==> config.mk <==
export PLATFORM = sky130hd
export DESIGN_NAME = mem_access_sequencer
export DESIGN_NICKNAME = d
export VERILOG_FILES = /design/src/rtl/memory_utils.sv /design/src/rtl/mem_access_sequencer_ea_calc.sv /design/src/rtl/mem_access_sequencer.sv
export SDC_FILE = /design/constraint.sdc
export NUM_CORES = 1
export LEC_CHECK = 0
export BUFFER_PORTS_ARGS = -buffer_cell sky130_fd_sc_hd__buf_4
export CAP_MARGIN = 15
export CORE_ASPECT_RATIO = 0.6
export CORE_UTILIZATION = 50
export CTS_BUF_LIST = sky130_fd_sc_hd__clkbuf_8 sky130_fd_sc_hd__clkbuf_16
export DETAILED_ROUTE_END_ITERATION = 12
export PLACE_DENSITY_LB_ADDON = 0.25
export SLEW_MARGIN = 20
export SYNTH_ARGS = -nofsm -noshare
export SYNTH_HDL_FRONTEND = slang
export SYNTH_SLANG_ARGS = --single-unit
==> constraint.sdc <==
create_clock -name clk -period 3.4 [get_ports clk]
set_input_delay 0.68 -clock clk [delete_from_list [all_inputs] [get_ports clk]]
set_output_delay 0.68 -clock clk [all_outputs]
set_load 0.02 [all_outputs]
==> src/rtl/memory_utils.sv <==
// Shared types and constants for the PDP-8 memory access sequencer.
package memory_utils;

  typedef logic [11:0] word;

  localparam logic DATA_READ         = 1'b0;
  localparam logic INSTRUCTION_FETCH = 1'b1;

  localparam logic [1:0] KIND_FETCH = 2'd0;
  localparam logic [1:0] KIND_READ  = 2'd1;
  localparam logic [1:0] KIND_WRITE = 2'd2;
  localparam logic [1:0] KIND_RSVD  = 2'd3;

  localparam word AUTO_INDEX_LO = 12'o0010;
  localparam word AUTO_INDEX_HI = 12'o0017;

  typedef enum logic [3:0] {
    IDLE     = 4'd0,
    FETCH_RD = 4'd1,
    IND_RD   = 4'd2,
    IND_CAP  = 4'd3,
    AUTO_WR  = 4'd4,
    OP_RD    = 4'd5,
    OP_CAP   = 4'd6,
    OP_WR    = 4'd7,
    DONE     = 4'd8
  } state_e;

  // Pointer as it ends up after an optional auto-index bump (wraps mod 4096).
  function automatic word next_ptr(input word ptr, input logic bump);
    return ptr + {11'd0, bump};
  endfunction

endpackage

==> src/rtl/mem_access_sequencer_ea_calc.sv <==
// Direct effective address (page zero / current page) and auto-index detection.
// The auto-index flag is only produced when AUTO_INDEX_EN is defined.
module ea_calc
  import memory_utils::*;
(
  input  logic [11:0] pc,
  input  logic [11:0] instr,
  output logic [11:0] direct_addr,
  output logic        is_auto_index
);

  logic unused_bits_s;

  assign direct_addr = instr[7] ? {pc[11:7], instr[6:0]} : {5'd0, instr[6:0]};

`ifdef AUTO_INDEX_EN
  assign is_auto_index = (direct_addr >= AUTO_INDEX_LO) && (direct_addr <= AUTO_INDEX_HI);
`else
  assign is_auto_index = 1'b0;
`endif

  // Page-offset bits of the PC and opcode/I bits are consumed elsewhere.
  assign unused_bits_s = ^{pc[6:0], instr[11:8]};

endmodule

==> src/rtl/mem_access_sequencer.sv <==
// PDP-8 memory access sequencer: fetch, operand read/write with indirect
// addressing. Auto-index for 0010-0017 is enabled by defining AUTO_INDEX_EN.
module mem_access_sequencer
  import memory_utils::*;
(
  input  logic        clk,
  input  logic        reset_n,
  input  logic        req_valid,
  output logic        req_ready,
  input  logic [1:0]  req_kind,
  input  logic [11:0] req_pc,
  input  logic [11:0] req_instr,
  input  logic [11:0] req_wdata,
  output logic [11:0] mem_address,
  output logic [11:0] mem_write_data,
  output logic        mem_read_enable,
  output logic        mem_read_type,
  output logic        mem_write_enable,
  input  logic [11:0] mem_read_data,
  output logic        rsp_valid,
  output logic [11:0] rsp_data,
  output logic [11:0] rsp_ea
);

  state_e state_q, state_d;
  word    mem_address_q, mem_address_d;
  word    mem_write_data_q, mem_write_data_d;
  logic   mem_read_enable_q, mem_read_enable_d;
  logic   mem_read_type_q, mem_read_type_d;
  logic   mem_write_enable_q, mem_write_enable_d;
  logic   rsp_valid_q, rsp_valid_d;
  word    rsp_data_q, rsp_data_d;
  word    rsp_ea_q, rsp_ea_d;
  logic   is_write_q, is_write_d;
  logic   auto_q, auto_d;
  word    dir_addr_q, dir_addr_d;
  word    ea_q, ea_d;
  word    wdata_q, wdata_d;

  word    dir_addr_s;
  logic   is_auto_s;
  word    ptr_s;

  ea_calc u_ea_calc (
    .pc            (req_pc),
    .instr         (req_instr),
    .direct_addr   (dir_addr_s),
    .is_auto_index (is_auto_s)
  );

  assign ptr_s     = next_ptr(mem_read_data, auto_q);
  assign req_ready = (state_q == IDLE) && reset_n;

  // Next-state and next-output logic; strobes default low so each lasts one cycle.
  always_comb begin
    state_d            = state_q;
    mem_address_d      = mem_address_q;
    mem_write_data_d   = mem_write_data_q;
    mem_read_enable_d  = 1'b0;
    mem_read_type_d    = DATA_READ;
    mem_write_enable_d = 1'b0;
    rsp_valid_d        = 1'b0;
    rsp_data_d         = rsp_data_q;
    rsp_ea_d           = rsp_ea_q;
    is_write_d         = is_write_q;
    auto_d             = auto_q;
    dir_addr_d         = dir_addr_q;
    ea_d               = ea_q;
    wdata_d            = wdata_q;
    case (state_q)
      IDLE: begin
        if (req_valid) begin
          is_write_d = (req_kind == KIND_WRITE);
          auto_d     = is_auto_s;
          dir_addr_d = dir_addr_s;
          wdata_d    = req_wdata;
          if (req_kind == KIND_FETCH) begin
            ea_d              = req_pc;
            mem_address_d     = req_pc;
            mem_read_enable_d = 1'b1;
            mem_read_type_d   = INSTRUCTION_FETCH;
            state_d           = FETCH_RD;
          end else if (req_instr[8]) begin
            mem_address_d     = dir_addr_s;
            mem_read_enable_d = 1'b1;
            state_d           = IND_RD;
          end else if (req_kind == KIND_WRITE) begin
            ea_d               = dir_addr_s;
            mem_address_d      = dir_addr_s;
            mem_write_data_d   = req_wdata;
            mem_write_enable_d = 1'b1;
            state_d            = OP_WR;
          end else begin
            ea_d              = dir_addr_s;
            mem_address_d     = dir_addr_s;
            mem_read_enable_d = 1'b1;
            state_d           = OP_RD;
          end
        end else begin
          state_d = IDLE;
        end
      end
      FETCH_RD: state_d = OP_CAP;
      IND_RD:   state_d = IND_CAP;
      IND_CAP: begin
        ea_d = ptr_s;
        if (auto_q) begin
          mem_address_d      = dir_addr_q;
          mem_write_data_d   = ptr_s;
          mem_write_enable_d = 1'b1;
          state_d            = AUTO_WR;
        end else if (is_write_q) begin
          mem_address_d      = ptr_s;
          mem_write_data_d   = wdata_q;
          mem_write_enable_d = 1'b1;
          state_d            = OP_WR;
        end else begin
          mem_address_d     = ptr_s;
          mem_read_enable_d = 1'b1;
          state_d           = OP_RD;
        end
      end
      AUTO_WR: begin
        mem_address_d = ea_q;
        if (is_write_q) begin
          mem_write_data_d   = wdata_q;
          mem_write_enable_d = 1'b1;
          state_d            = OP_WR;
        end else begin
          mem_read_enable_d = 1'b1;
          state_d           = OP_RD;
        end
      end
      OP_RD: state_d = OP_CAP;
      OP_CAP: begin
        rsp_data_d  = mem_read_data;
        rsp_ea_d    = ea_q;
        rsp_valid_d = 1'b1;
        state_d     = DONE;
      end
      OP_WR: begin
        rsp_data_d  = wdata_q;
        rsp_ea_d    = ea_q;
        rsp_valid_d = 1'b1;
        state_d     = DONE;
      end
      DONE:    state_d = IDLE;
      default: state_d = IDLE;
    endcase
  end

  // State and registered outputs; reset drops any pending response or write-back.
  always_ff @(posedge clk) begin
    if (!reset_n) begin
      state_q            <= IDLE;
      mem_address_q      <= 12'd0;
      mem_write_data_q   <= 12'd0;
      mem_read_enable_q  <= 1'b0;
      mem_read_type_q    <= DATA_READ;
      mem_write_enable_q <= 1'b0;
      rsp_valid_q        <= 1'b0;
      rsp_data_q         <= 12'd0;
      rsp_ea_q           <= 12'd0;
      is_write_q         <= 1'b0;
      auto_q             <= 1'b0;
      dir_addr_q         <= 12'd0;
      ea_q               <= 12'd0;
      wdata_q            <= 12'd0;
    end else begin
      state_q            <= state_d;
      mem_address_q      <= mem_address_d;
      mem_write_data_q   <= mem_write_data_d;
      mem_read_enable_q  <= mem_read_enable_d;
      mem_read_type_q    <= mem_read_type_d;
      mem_write_enable_q <= mem_write_enable_d;
      rsp_valid_q        <= rsp_valid_d;
      rsp_data_q         <= rsp_data_d;
      rsp_ea_q           <= rsp_ea_d;
      is_write_q         <= is_write_d;
      auto_q             <= auto_d;
      dir_addr_q         <= dir_addr_d;
      ea_q               <= ea_d;
      wdata_q            <= wdata_d;
    end
  end

  assign mem_address      = mem_address_q;
  assign mem_write_data   = mem_write_data_q;
  assign mem_read_enable  = mem_read_enable_q;
  assign mem_read_type    = mem_read_type_q;
  assign mem_write_enable = mem_write_enable_q;
  assign rsp_valid        = rsp_valid_q;
  assign rsp_data         = rsp_data_q;
  assign rsp_ea           = rsp_ea_q;

endmodule

==> impl_metrics.csv <==
group,metric,value,unit
sta,tns,0,ps
place,place_hpwl,7620,µm
critical_path,reg2reg_depth,5,
drt,num_vias,3622,
place,port_buffers,102,
clocking,clock_path_buffers,2,
critical_path,crit_slowest_cell,"dfxtp_1",
critical_path,critPathLaunchType,"flip-flop",
sta,slew_viol_final,0,
grt,grt.total_usage,28.4,%
clocking,numClockSinks,80,
sta,period_needed,3150,ps
clocking,clk_latency,340,ps
sta,finalSetupViolations,0,
status,status,"finished clean",
critical_path,slowest_delay,660,ps
clocking,numCtsBuffers,9,
yosys,yosysWarnings,0,
sta,period_share,92.6,%
grt,gr-total-overflow,0,
critical_path,r2r-end,"ea_q[8]$_SDFFE_PN0P_",
final_layout,diodes,0,
sta,rsz0062_at_grt,"false",
yosys,synthCells,417,
final_layout,drive_gt1_share,31.3,%
drt,drtIter0Drc,332,
yosys,async_flop_share,0,%
place,gp_congestion,0.870,
yosys,synthesis.nets,470,
power,p_leak,1.93,nW
final_layout,final_nets,559,
drt,routed_wl,11000,µm
worst_hold_path,hp-start,"rsp_ea[10]$_SDFFE_PN0P_",
sta,max_freq,0.318,GHz
yosys,synth_area,3760,µm²
drt,drt_pass1_iterations,5,
floorplanning,num_rows,24,
critical_path,path_class,"reg -> out",
yosys,synth.distinct_cells,51,
clocking,h-tree-depth,3,
floorplanning,core,7270,µm²
grt,grt_pass1_wl,17200,µm
yosys,synth_edf_count,0,
clocking,tritoncts,"yes",
sta,clock_skew,7.74,ps
worst_hold_path,hp-class,"reg -> reg",
critical_path,path_cells,"buf_4, clkinv_1, nand2_1, nor3_1, buf_4",
floorplanning,die_area,7880,µm²
drt,drc_errors,0,
clocking,path_clk_slew,60,ps
yosys,ys_ff_latch,80,
sta,worst_slew_pin_slew,988,ps
place,dp_slack,688,ps
sta,slew_headroom,34.1,%
sta,finalWorstSetupSlack,253,ps
grt,grt_pass1_vias,3421,
critical_path,cpMostUsedCell,"buf_4",
grt,grt_max_degree,40,
drt,wl_per_cell,17.9,µm
clocking,cts.repair.resized,0,
worst_hold_path,hold_end,"rsp_ea[10]$_SDFFE_PN0P_",
critical_path,rrSetupSlack,760,ps
critical_path,worstPathArrival,2470,ps
clocking,cts_hold_buf,0,
floorplanning,initial_core_util,51.8,%
floorplanning,die_w,114,µm
sta,hold_viol,0,
critical_path,crit_family,"buffers and inverters",
yosys,ys.flop_type,"dfxtp_1",
grt,antenna_found_initial,0,
critical_path,crit_buf_inv,3,
critical_path,required,2720,ps
clocking,clockRootBuffer,"clkbuf_16",
power,ir_drop,0.290,mV
clocking,post-cts-setup-buffers,0,
yosys,syn_area_per_cell,9.02,µm²
drt,ant_nets,0,
critical_path,path_max_fanout,16,
power,powerDensity,714,nW/µm²
worst_hold_path,whs_path_depth,2,
floorplanning,ios,106,
sta,hold_slack,457,ps
final_layout,area_growth,29.3,%
drt,viasPerCell,5.89,
critical_path,critPathCaptureType,"output pin",
floorplanning,die_height,69.2,µm
flow_run,cap_violations,0,
yosys,synth_seq_area_share,42.6,%
critical_path,rr_startpoint,"state_q[3]$_SDFF_PN0_",
-- synth_stat cells (2+ instances only) --
| cell type | number | area, µm² |
|---|---|---|
| a22oi_1 | 2 | 15.0 |
| buf_2 | 7 | 35.0 |
| a32oi_1 | 6 | 52.6 |
| clkinv_1 | 2 | 7.51 |
| o311ai_0 | 2 | 17.5 |
| o311ai_1 | 12 | 105 |
| mux2i_1 | 31 | 310 |
| a311oi_1 | 2 | 17.5 |
| o22a_1 | 2 | 17.5 |
| buf_1 | 3 | 11.3 |
| nor4b_4 | 2 | 47.6 |
| dfxtp_1 | 80 | 1600 |
| buf_6 | 3 | 33.8 |
| and2_1 | 2 | 12.5 |
| a211oi_2 | 2 | 25.0 |
| a211oi_1 | 12 | 90.1 |
| a211o_1 | 4 | 35.0 |
| a21oi_1 | 38 | 190 |
| a21oi_2 | 12 | 105 |
| nand2b_1 | 13 | 81.3 |
| nand2_1 | 78 | 293 |
| o21a_1 | 4 | 30.0 |
| nand3b_1 | 2 | 15.0 |
| a22o_1 | 4 | 35.0 |
| clkbuf_1 | 10 | 37.5 |
| o221a_1 | 4 | 45.0 |
| o221a_2 | 6 | 67.6 |
| nor3_1 | 3 | 15.0 |
| nor2_1 | 23 | 86.3 |
| buf_4 | 8 | 60.1 |
| nand4_1 | 9 | 56.3 |
| nand3_1 | 4 | 20.0 |
| nor2_2 | 3 | 18.8 |
| o21ai_0 | 5 | 25.0 |
-- cell families after synthesis --
| group | count (synthesis) | synth area share, % |
|---|---|---|
| AOI/OAI and AO/OA | 124 | 24.9 |
| buffers and inverters | 35 | 5.16 |
| DFF | 80 | 42.6 |
| muxes | 32 | 8.55 |
| and+or+nand+nor | 146 | 18.8 |
-- per-layer routing --
metal  global-route usage (%)  share of wire, %  vias up
met5                        0                 0        -
met4                     8.95               1.4        0
met3                     6.03               7.8       22
met2                     42.8                44      184
met1                     40.6                47     1717
li1                         -                 -     1699
-- worst max path at each step --
| stage | cells past startpoint | from | to |
|---|---|---|---|
| after floorplan | 3 | reset_n | req_ready |
| after global placement | 5 | state_q[3]$_SDFF_PN0_ | req_ready |
| after detailed placement | 5 | state_q[3]$_SDFF_PN0_ | req_ready |
| after CTS | 5 | state_q[3]$_SDFF_PN0_ | req_ready |
| after global routing | 5 | state_q[3]$_SDFF_PN0_ | req_ready |
| final | 5 | state_q[3]$_SDFF_PN0_ | req_ready |
-- report_power, final --
part | leakage (nW) | internal, mW | switching, mW | total, mW
sequential | 0.652 | 1.10 | 0.138 | 1.24
combinational | 1.13 | 0.507 | 0.712 | 1.22
clock | 0.149 | 0.614 | 0.405 | 1.02
total | 1.93 | 2.22 | 1.26 | 3.48
-- flip-flops by register name, indices dropped and copies added, names as in the netlist --
register	count
ea_q	12
mem_address	12
mem_write_data	12
rsp_data	12
rsp_ea	12
wdata_q	12
state_q	4
is_write_q	1
mem_read_enable	1
mem_read_type	1
mem_write_enable	1
-- layout make-up --
class                   count  area [µm²]
multi-input cells         302        1980
clock inverters             5        62.6
well taps                 104         130
flip-flops and latches     80        1600
fillers                   635        2400
clock buffers              11         253
inverters                   3        11.3
repair buffers            110         826
-- tightest hold or removal path, cell delays in order (launching register included) --
cell and delay [ps]:
dfxtp_1 310, nand2_1 50, a21oi_1 50
-- per-stage QoR --
step / utilization (%) / cell area, µm² / total power, mW / cells
global route: 66.9 / 4860 / 3.62 / 615
detailed placement: 62.6 / 4550 / 2.45 / 599
floorplan: - / 3760 / 2.08 / 417
global placement: 62.6 / 4550 / 2.42 / 599
CTS: 66.9 / 4860 / 3.46 / 615
finish: 66.9 / 4860 / 3.48 / 615
-- placed cells by master (no fill, tap or decap), drive strengths merged, types with 3 or more instances in the layout --
master,count
a211o,4
a211oi,14
a21oi,50
a22o,4
a32oi,6
buf,110
clkbuf,11
dfxtp,80
inv,3
mux2i,31
nand2,78
nand2b,13
nand3,5
nand4,9
nor2,27
nor3,3
o21a,4
o21ai,6
o221a,10
o311ai,14
Note: power is estimated with default switching activity, not from simulation.
